`src/rtl/mem_arbiter_if.sv`:
```
// Requester and memory-side signals of the unified memory arbiter.
// The arbiter uses the slave modport; the core and memory environment use master.
interface mem_arbiter_if #(
  parameter int ADDR = 16,
  parameter int WORD = 32
);
  logic            if_req_i;
  logic [ADDR-1:0] if_addr_i;
  logic            if_gnt_o;
  logic            if_rvalid_o;
  logic [WORD-1:0] if_rdata_o;

  logic            d_req_i;
  logic            d_we_i;
  logic [ADDR-1:0] d_addr_i;
  logic [WORD-1:0] d_wdata_i;
  logic            d_gnt_o;
  logic            d_rvalid_o;
  logic [WORD-1:0] d_rdata_o;

  logic [ADDR-1:0] mem_a_o;
  logic            mem_w_o;
  logic [WORD-1:0] mem_d_o;
  logic [WORD-1:0] mem_q_i;

  modport slave (
    input  if_req_i, if_addr_i, d_req_i, d_we_i, d_addr_i, d_wdata_i, mem_q_i,
    output if_gnt_o, if_rvalid_o, if_rdata_o, d_gnt_o, d_rvalid_o, d_rdata_o,
           mem_a_o, mem_w_o, mem_d_o
  );

  modport master (
    output if_req_i, if_addr_i, d_req_i, d_we_i, d_addr_i, d_wdata_i, mem_q_i,
    input  if_gnt_o, if_rvalid_o, if_rdata_o, d_gnt_o, d_rvalid_o, d_rdata_o,
           mem_a_o, mem_w_o, mem_d_o
  );
endinterface

```
`src/rtl/mem_arbiter.sv`:
```
// Shares one registered-read memory port between fetch and data; data has priority.
// Define MEM_ARB_STARVE_EN to add a counter that forces a fetch grant after MAXWAIT refusals.
module mem_arbiter #(
  parameter int ADDR    = 16,
  parameter int WORD    = 32,
  parameter int MAXWAIT = 4
) (
  input  logic         clk,
  input  logic         rst,
  mem_arbiter_if.slave bus
);

  typedef enum logic {IDLE, RET} state_t;

  state_t          state_q;
  logic            rd_if_q;
  logic            rd_d_q;
  logic            force_if;
  logic            if_gnt;
  logic            d_gnt;
  logic            rd_start;
  logic [ADDR-1:0] mem_a;
  logic [WORD-1:0] rdata;

  if (MAXWAIT < 1 || MAXWAIT > 15) begin : g_maxwait_check
    $error("mem_arbiter: MAXWAIT must be in 1..15");
  end

  // Grants are gated by rst so nothing is accepted while reset is asserted.
  assign d_gnt    = rst & bus.d_req_i & ~(force_if & bus.if_req_i);
  assign if_gnt   = rst & bus.if_req_i & ~d_gnt;
  assign rd_start = if_gnt | (d_gnt & ~bus.d_we_i);

`ifdef MEM_ARB_STARVE_EN
  localparam logic [3:0] MAXWAIT_C = 4'(MAXWAIT);

  logic [3:0] wait_cnt_q;
  logic [3:0] wait_cnt_d;

  assign force_if = (wait_cnt_q == MAXWAIT_C);

  always_comb begin
    wait_cnt_d = wait_cnt_q;
    if (!bus.if_req_i || if_gnt) begin
      wait_cnt_d = '0;
    end else if (wait_cnt_q != MAXWAIT_C) begin
      wait_cnt_d = wait_cnt_q + 4'd1;
    end
  end

  always_ff @(posedge clk or negedge rst) begin
    if (!rst) begin
      wait_cnt_q <= '0;
    end else begin
      wait_cnt_q <= wait_cnt_d;
    end
  end
`else
  assign force_if = 1'b0;
`endif

  // RET may be re-entered directly, so back-to-back reads stream one per cycle.
  always_ff @(posedge clk or negedge rst) begin
    if (!rst) begin
      state_q <= IDLE;
      rd_if_q <= 1'b0;
      rd_d_q  <= 1'b0;
    end else begin
      rd_if_q <= if_gnt;
      rd_d_q  <= d_gnt & ~bus.d_we_i;
      case (state_q)
        IDLE:    if (rd_start)  state_q <= RET;
        RET:     if (!rd_start) state_q <= IDLE;
        default: state_q <= IDLE;
      endcase
    end
  end

  assign mem_a = d_gnt ? bus.d_addr_i : bus.if_addr_i;
  assign rdata = bus.mem_q_i;

  assign bus.if_gnt_o    = if_gnt;
  assign bus.d_gnt_o     = d_gnt;
  assign bus.mem_a_o     = mem_a;
  assign bus.mem_w_o     = d_gnt & bus.d_we_i;
  assign bus.mem_d_o     = bus.d_wdata_i;
  assign bus.if_rvalid_o = (state_q == RET) & rd_if_q;
  assign bus.d_rvalid_o  = (state_q == RET) & rd_d_q;
  assign bus.if_rdata_o  = rdata;
  assign bus.d_rdata_o   = rdata;

endmodule
```
`src/flat_wrapper.sv`:
```
// flat-port wrapper written by rule: the top's interface ports become plain ports
module mem_arbiter_flat 
#(
  parameter int ADDR    = 16,
  parameter int WORD    = 32,
  parameter int MAXWAIT = 4
)
  (clk, rst, bus_if_req_i, bus_if_addr_i, bus_d_req_i, bus_d_we_i, bus_d_addr_i, bus_d_wdata_i, bus_mem_q_i, bus_if_gnt_o, bus_if_rvalid_o, bus_if_rdata_o, bus_d_gnt_o, bus_d_rvalid_o, bus_d_rdata_o, bus_mem_a_o, bus_mem_w_o, bus_mem_d_o);
  mem_arbiter_if #(.ADDR(ADDR), .WORD(WORD)) bus_i ();
  input  logic clk;
  input  logic rst;
  input wire logic [$bits(bus_i.if_req_i)-1:0] bus_if_req_i;
  input wire logic [$bits(bus_i.if_addr_i)-1:0] bus_if_addr_i;
  input wire logic [$bits(bus_i.d_req_i)-1:0] bus_d_req_i;
  input wire logic [$bits(bus_i.d_we_i)-1:0] bus_d_we_i;
  input wire logic [$bits(bus_i.d_addr_i)-1:0] bus_d_addr_i;
  input wire logic [$bits(bus_i.d_wdata_i)-1:0] bus_d_wdata_i;
  input wire logic [$bits(bus_i.mem_q_i)-1:0] bus_mem_q_i;
  output wire logic [$bits(bus_i.if_gnt_o)-1:0] bus_if_gnt_o;
  output wire logic [$bits(bus_i.if_rvalid_o)-1:0] bus_if_rvalid_o;
  output wire logic [$bits(bus_i.if_rdata_o)-1:0] bus_if_rdata_o;
  output wire logic [$bits(bus_i.d_gnt_o)-1:0] bus_d_gnt_o;
  output wire logic [$bits(bus_i.d_rvalid_o)-1:0] bus_d_rvalid_o;
  output wire logic [$bits(bus_i.d_rdata_o)-1:0] bus_d_rdata_o;
  output wire logic [$bits(bus_i.mem_a_o)-1:0] bus_mem_a_o;
  output wire logic [$bits(bus_i.mem_w_o)-1:0] bus_mem_w_o;
  output wire logic [$bits(bus_i.mem_d_o)-1:0] bus_mem_d_o;
  assign bus_i.if_req_i = bus_if_req_i;
  assign bus_i.if_addr_i = bus_if_addr_i;
  assign bus_i.d_req_i = bus_d_req_i;
  assign bus_i.d_we_i = bus_d_we_i;
  assign bus_i.d_addr_i = bus_d_addr_i;
  assign bus_i.d_wdata_i = bus_d_wdata_i;
  assign bus_i.mem_q_i = bus_mem_q_i;
  assign bus_if_gnt_o = bus_i.if_gnt_o;
  assign bus_if_rvalid_o = bus_i.if_rvalid_o;
  assign bus_if_rdata_o = bus_i.if_rdata_o;
  assign bus_d_gnt_o = bus_i.d_gnt_o;
  assign bus_d_rvalid_o = bus_i.d_rvalid_o;
  assign bus_d_rdata_o = bus_i.d_rdata_o;
  assign bus_mem_a_o = bus_i.mem_a_o;
  assign bus_mem_w_o = bus_i.mem_w_o;
  assign bus_mem_d_o = bus_i.mem_d_o;
  mem_arbiter #(.ADDR(ADDR), .WORD(WORD), .MAXWAIT(MAXWAIT)) u_core (.clk(clk), .rst(rst), .bus(bus_i));
endmodule
```
`config.mk`:
```
export PLATFORM = sky130hd
export DESIGN_NAME = mem_arbiter_flat
export DESIGN_NICKNAME = d
export VERILOG_FILES = /design/src/rtl/mem_arbiter_if.sv /design/src/rtl/mem_arbiter.sv /design/src/flat_wrapper.sv
export SDC_FILE = /design/constraint.sdc
export NUM_CORES = 1
export LEC_CHECK = 0
export BUFFER_PORTS_ARGS = -buffer_cell sky130_fd_sc_hd__buf_4
export CORE_AREA = 3 3 83 85
export CTS_BUF_LIST = sky130_fd_sc_hd__clkbuf_4
export CTS_CLUSTER_SIZE = 10
export DETAILED_ROUTE_END_ITERATION = 16
export DIE_AREA = 0 0 86 88
export GPL_ROUTABILITY_DRIVEN = 0
export PLACE_DENSITY = 0.56
export SYNTH_ARGS = -nofsm -noshare
export SYNTH_HDL_FRONTEND = slang
export SYNTH_SLANG_ARGS = --single-unit
```
`constraint.sdc`:
```
create_clock -name clk -period 3.3 [get_ports clk]
set_clock_uncertainty 0.2 [all_clocks]
set_input_delay 0.66 -clock clk [delete_from_list [all_inputs] [get_ports clk]]
set_output_delay 0.66 -clock clk [all_outputs]
set_load 0.005 [all_outputs]
```
* Word-level counts from Yosys, hierarchy flattened
Index checks and enable logic that the tools add are counted.
** Operators by class
- Add/subtract/negate cells :: 0
- Multiply operators :: 0
- Divide/modulo/power cells :: 0
- Order comparisons :: 0
- Equality and inequality tests :: 0
- Shift operators :: 0
- Muxes and demuxes :: 2
- Bitwise gates (word level) :: 10
- Reduce and logical (&&, ||, !) cells :: 0
** Operators with widths (number)
- $mux 16 :: 1
- $and 1x1->1 :: 7
- $not 1->1 :: 2
- $mux 1 :: 1
- $or 1x1->1 :: 1
** Storage, ports and cells
- Bits in registers :: 3
- Bits in latches :: 0
- RAM bits :: 0
- Bits in read-only memories :: 0
- Input bits :: 101
- Output and inout bits :: 117
- Logic and storage cells :: 15
- Memories kept :: 0

* Logic depth before layout (Yosys ltp)
- Depth in word-level cells :: 5
- Depth in mapped cells :: 3
- Depth with buffers taken out :: 2

* Worst setup path before layout
OpenSTA, ideal clock, no wires.
- Kind :: input to output
- From :: input bus_d_req_i
- To :: output bus_mem_a_o[10]
- Arrival time :: 1229 ps
- Required time :: 2440 ps
- Setup slack :: 1211 ps
- Stages :: 3
- Cell sequence :: nand2_4 > buf_6 > mux2_4
** Between the ends
- Word-level cells in the longest chain between the ends :: 2
** Ends and longest elaborated chain
- start, declared :: RTL line flat_wrapper.sv:14 : input wire logic [$bits(bus_i.d_req_i)-1:0] bus_d_req_i;
- $and 1x1->1 :: RTL line mem_arbiter.sv:30 : assign d_gnt = rst & bus.d_req_i & ~(force_if & bus.if_req_i);
- $mux 16 :: RTL line mem_arbiter.sv:79 : assign mem_a = d_gnt ? bus.d_addr_i : bus.if_addr_i;
- end, declared :: RTL line flat_wrapper.sv:25 : output wire logic [$bits(bus_i.mem_a_o)-1:0] bus_mem_a_o;
No other way between the ends.

* Worst setup path in the final report
- From :: input rst
- To :: output bus_mem_a_o[0]
** Between the ends
- Word-level cells in the longest chain between the ends :: 2
** Ends and longest elaborated chain
- start, declared :: RTL line flat_wrapper.sv:11 : input logic rst;
- $and 1x1->1 :: RTL line mem_arbiter.sv:30
- $mux 16 :: RTL line mem_arbiter.sv:79
No other way between the ends.

==> qor.csv <==
stage,metric,value,unit
status,status,finished clean,
placement,detailed placer's ending HPWL,1784,µm
synth,Post-Synth Simple-Gate Area,5.081,%
synth,main combinational cell family by area after synthesis,buffers and inverters,
synth,register bit total from synthesis,3,
setup_path,slowest cell delay on critical path,0.37,ns
sta,fin. max-slew vios,0,
synth,Synth Cell Area,1084,µm²
setup_path,WP buf/inv,2,
synth,Synth warnings,0,
routing,DRT Pass-1 Iters,2,
clock_tree,CTS buffer count,3,
clock_tree,"Hold-fix buffers, CTS",0,
placement,dpl cell area,875.8,µm²
synth,syn_area_per_cell,8.532,µm²
routing,Final ANT Viol Nets,0,
final_layout,Final #Nets,193,
die,Vert. Die Dim,88,µm
setup_path,CP dominant cell by count,buf_4,
sta,Finish-stage setup viols,0,
routing,detailed-route via count,530,
clock_tree,cts repair resizes,0,
setup_path,CP cell instances,buf_4 -> nand2_4 -> mux2_2 -> buf_4,
setup_path,Stages on worst setup path,4,
grt,initial antenna violation count,0,
synth,post-synth net total,228,
die,Ports,218,
setup_path,Worst EP arrival,1.55,ns
die,Starting Density,17.26,%
die,Die X,86,µm
grt,largest net degree at the start of global routing,19,
power_and_ir_drop,Peak VDD IR,0.09685,mV
die,FP Rows,29,
grt,gr usage total,4.809,%
routing,DRC,0,
flow_run,maxcap violations,0,
setup_path,critical path's slowest cell,mux2_2,
routing,DRT Wirelength,2086,µm
setup_path,"Worst Path Class, Setup",in2out,
clock_tree,clk buf depth,2,
sta,max frequency,0.4147,GHz
sta,fin crit share,73.08,%
sta,slew margin rel.,80.97,%
power_and_ir_drop,PD cells,226.5,nW/µm²
clock_tree,CTS tree,yes,
sta,final hold violations,0,
clock_tree,total clock sinks,3,
final_layout,Final Cell Area,905.9,µm²
routing,Initial DRC Count,4,
sta,Post-Route Setup TNS,0,ns
setup_path,type of origin of the critical path,input pin,
setup_path,critical path's top delay family,multiplexers,
final_layout,layout cells sized above 1,85.71,%
hold_path,hold crit path type,in2async,
power_and_ir_drop,Leak,0.4801,nW
placement,Port Buffers,57,
setup_path,crit path max fanout,18,
clock_tree,clock slew at reported path FFs,0.04,ns
synth,register area share after synthesis,6.928,%
sta,"Min Clock Period, post-route",2.412,ns
routing,Routed WL per cell,12.42,µm
clock_tree,Root Driver,clkbuf_4,
placement,post-placement cell count,164,
synth,Post-Synth Adder-Cell Area,0,%
grt,Congestion Overflow GR,0,
grt,first-pass GRT wire length,2635,µm
synth,share of synthesized area spent on multiplexers,19.40,%
final_layout,# diodes,0,
grt,vias in the first global route,490,
final_layout,area growth from synthesis to layout,-16.40,%
synth,Syn Inst Count,127,
sta,Slew @ Worst Pin,0.2852,ns
synth,XOR/XNOR Fraction of Synth Area,0,%
routing,Via density,3.155,
setup_path,Worst EP required,2.44,ns
setup_path,CP endpoint kind,output port,
die,core area,6277,µm²
synth,complex-gate fraction of the synthesized area,0.6928,%
synth,"Distinct cells, synth",14,
clock_tree,H-tree levels,1,
die,full die area,7568,µm²
sta,RSZ-0062 raised after global routing,false,
final_layout,Non-Filler Instances,168,
clock_tree,# Post-CTS Setup Buffers,0,
[registers in the layout, summed over array words and instances (netlist names)]
name,flops
u_core.rd_d_q,1
u_core.state_q,1
u_core.rd_if_q,1
[final timing paths]
check	startpoint	to	slack, ns
min in group clk	bus_d_we_i	u_core.rd_d_q$_DFF_PN0_	0.40
setup / recovery	rst	bus_mem_a_o[0]	0.89
hold / removal	rst	u_core.state_q$_DFF_PN0_	0.03
max in group asynchronous	rst	u_core.rd_d_q$_DFF_PN0_	2.75
[per-stage QoR]
step	power, mW	utilization, %	hold slack [ns]	setup slack (ns)
floorplan	0.1669	-	0.1644	1.211
global placement	0.1334	13.95	0.2771	0.8899
detailed placement	0.1347	13.95	0.2762	0.8724
CTS	0.2113	14.43	0.02378	0.8707
global route	0.2229	14.43	0.01294	0.8433
finish	0.2052	14.43	0.03452	0.8885
[report_power, final]
group	internal (mW)	total, mW	switching (mW)
Combinational	0.0669	0.0939	0.0271
Sequential	0.0386	0.0390	0.000353
Clock	0.0535	0.0722	0.0187
[layout make-up]
type                            instances  area, µm²
Timing Repair Buffer                   57      427.9
Inverter                                1      3.754
Multi-Input combinational cell         26      272.8
Fill cell                             720       5371
Sequential cell                         3      75.07
Clock buffer                            4      30.03
Tap cell                               77      96.34
[Yosys cell counts]
master	n	area share (%)
buf_4	96	67
mux2_2	8	8.3
mux2_4	8	11
dfrtp_1	3	6.9
and2_1	2	1.2
nor2_1	2	0.69
a21boi_0	1	0.69
and3_1	1	0.58
buf_6	1	1.0
inv_1	1	0.35
nand2_1	1	0.35
nand2_4	1	1.0
nand2b_1	1	0.58
or2b_1	1	0.69
[kinds of logic (layout without fill, tap and decap cells)]
| group | count (synthesis) | after routing |
|---|---|---|
| AO/OA/AOI/OAI | 1 | 1 |
| buffers and inverters | 98 | 62 |
| flip-flops | 3 | 3 |
| multiplexers | 16 | 16 |
| AND/OR/NAND/NOR | 9 | 9 |
[layout by cell type, fill, tap and decap left out, drive strengths merged]
cell type | Yosys | routed
buf | 97 | 57
mux2 | 16 | 16
clkbuf | 0 | 4
dfrtp | 3 | 3
and2 | 2 | 2
nor2 | 2 | 2
nand2 | 2 | 2
and3 | 1 | 1
inv | 1 | 1
or2b | 1 | 1
nand2b | 1 | 1
a21boi | 1 | 1
[layer usage]
layer | vias to the layer above | part of all wire (%) | global-route usage (%)
li1 | 230 | - | -
met1 | 215 | 27 | 4.062
met2 | 47 | 40 | 4.835
met3 | 38 | 16 | 2.728
met4 | 0 | 18 | 10.94
met5 | - | 0 | 0
No activity file was read; power rests on OpenSTA's default activity.
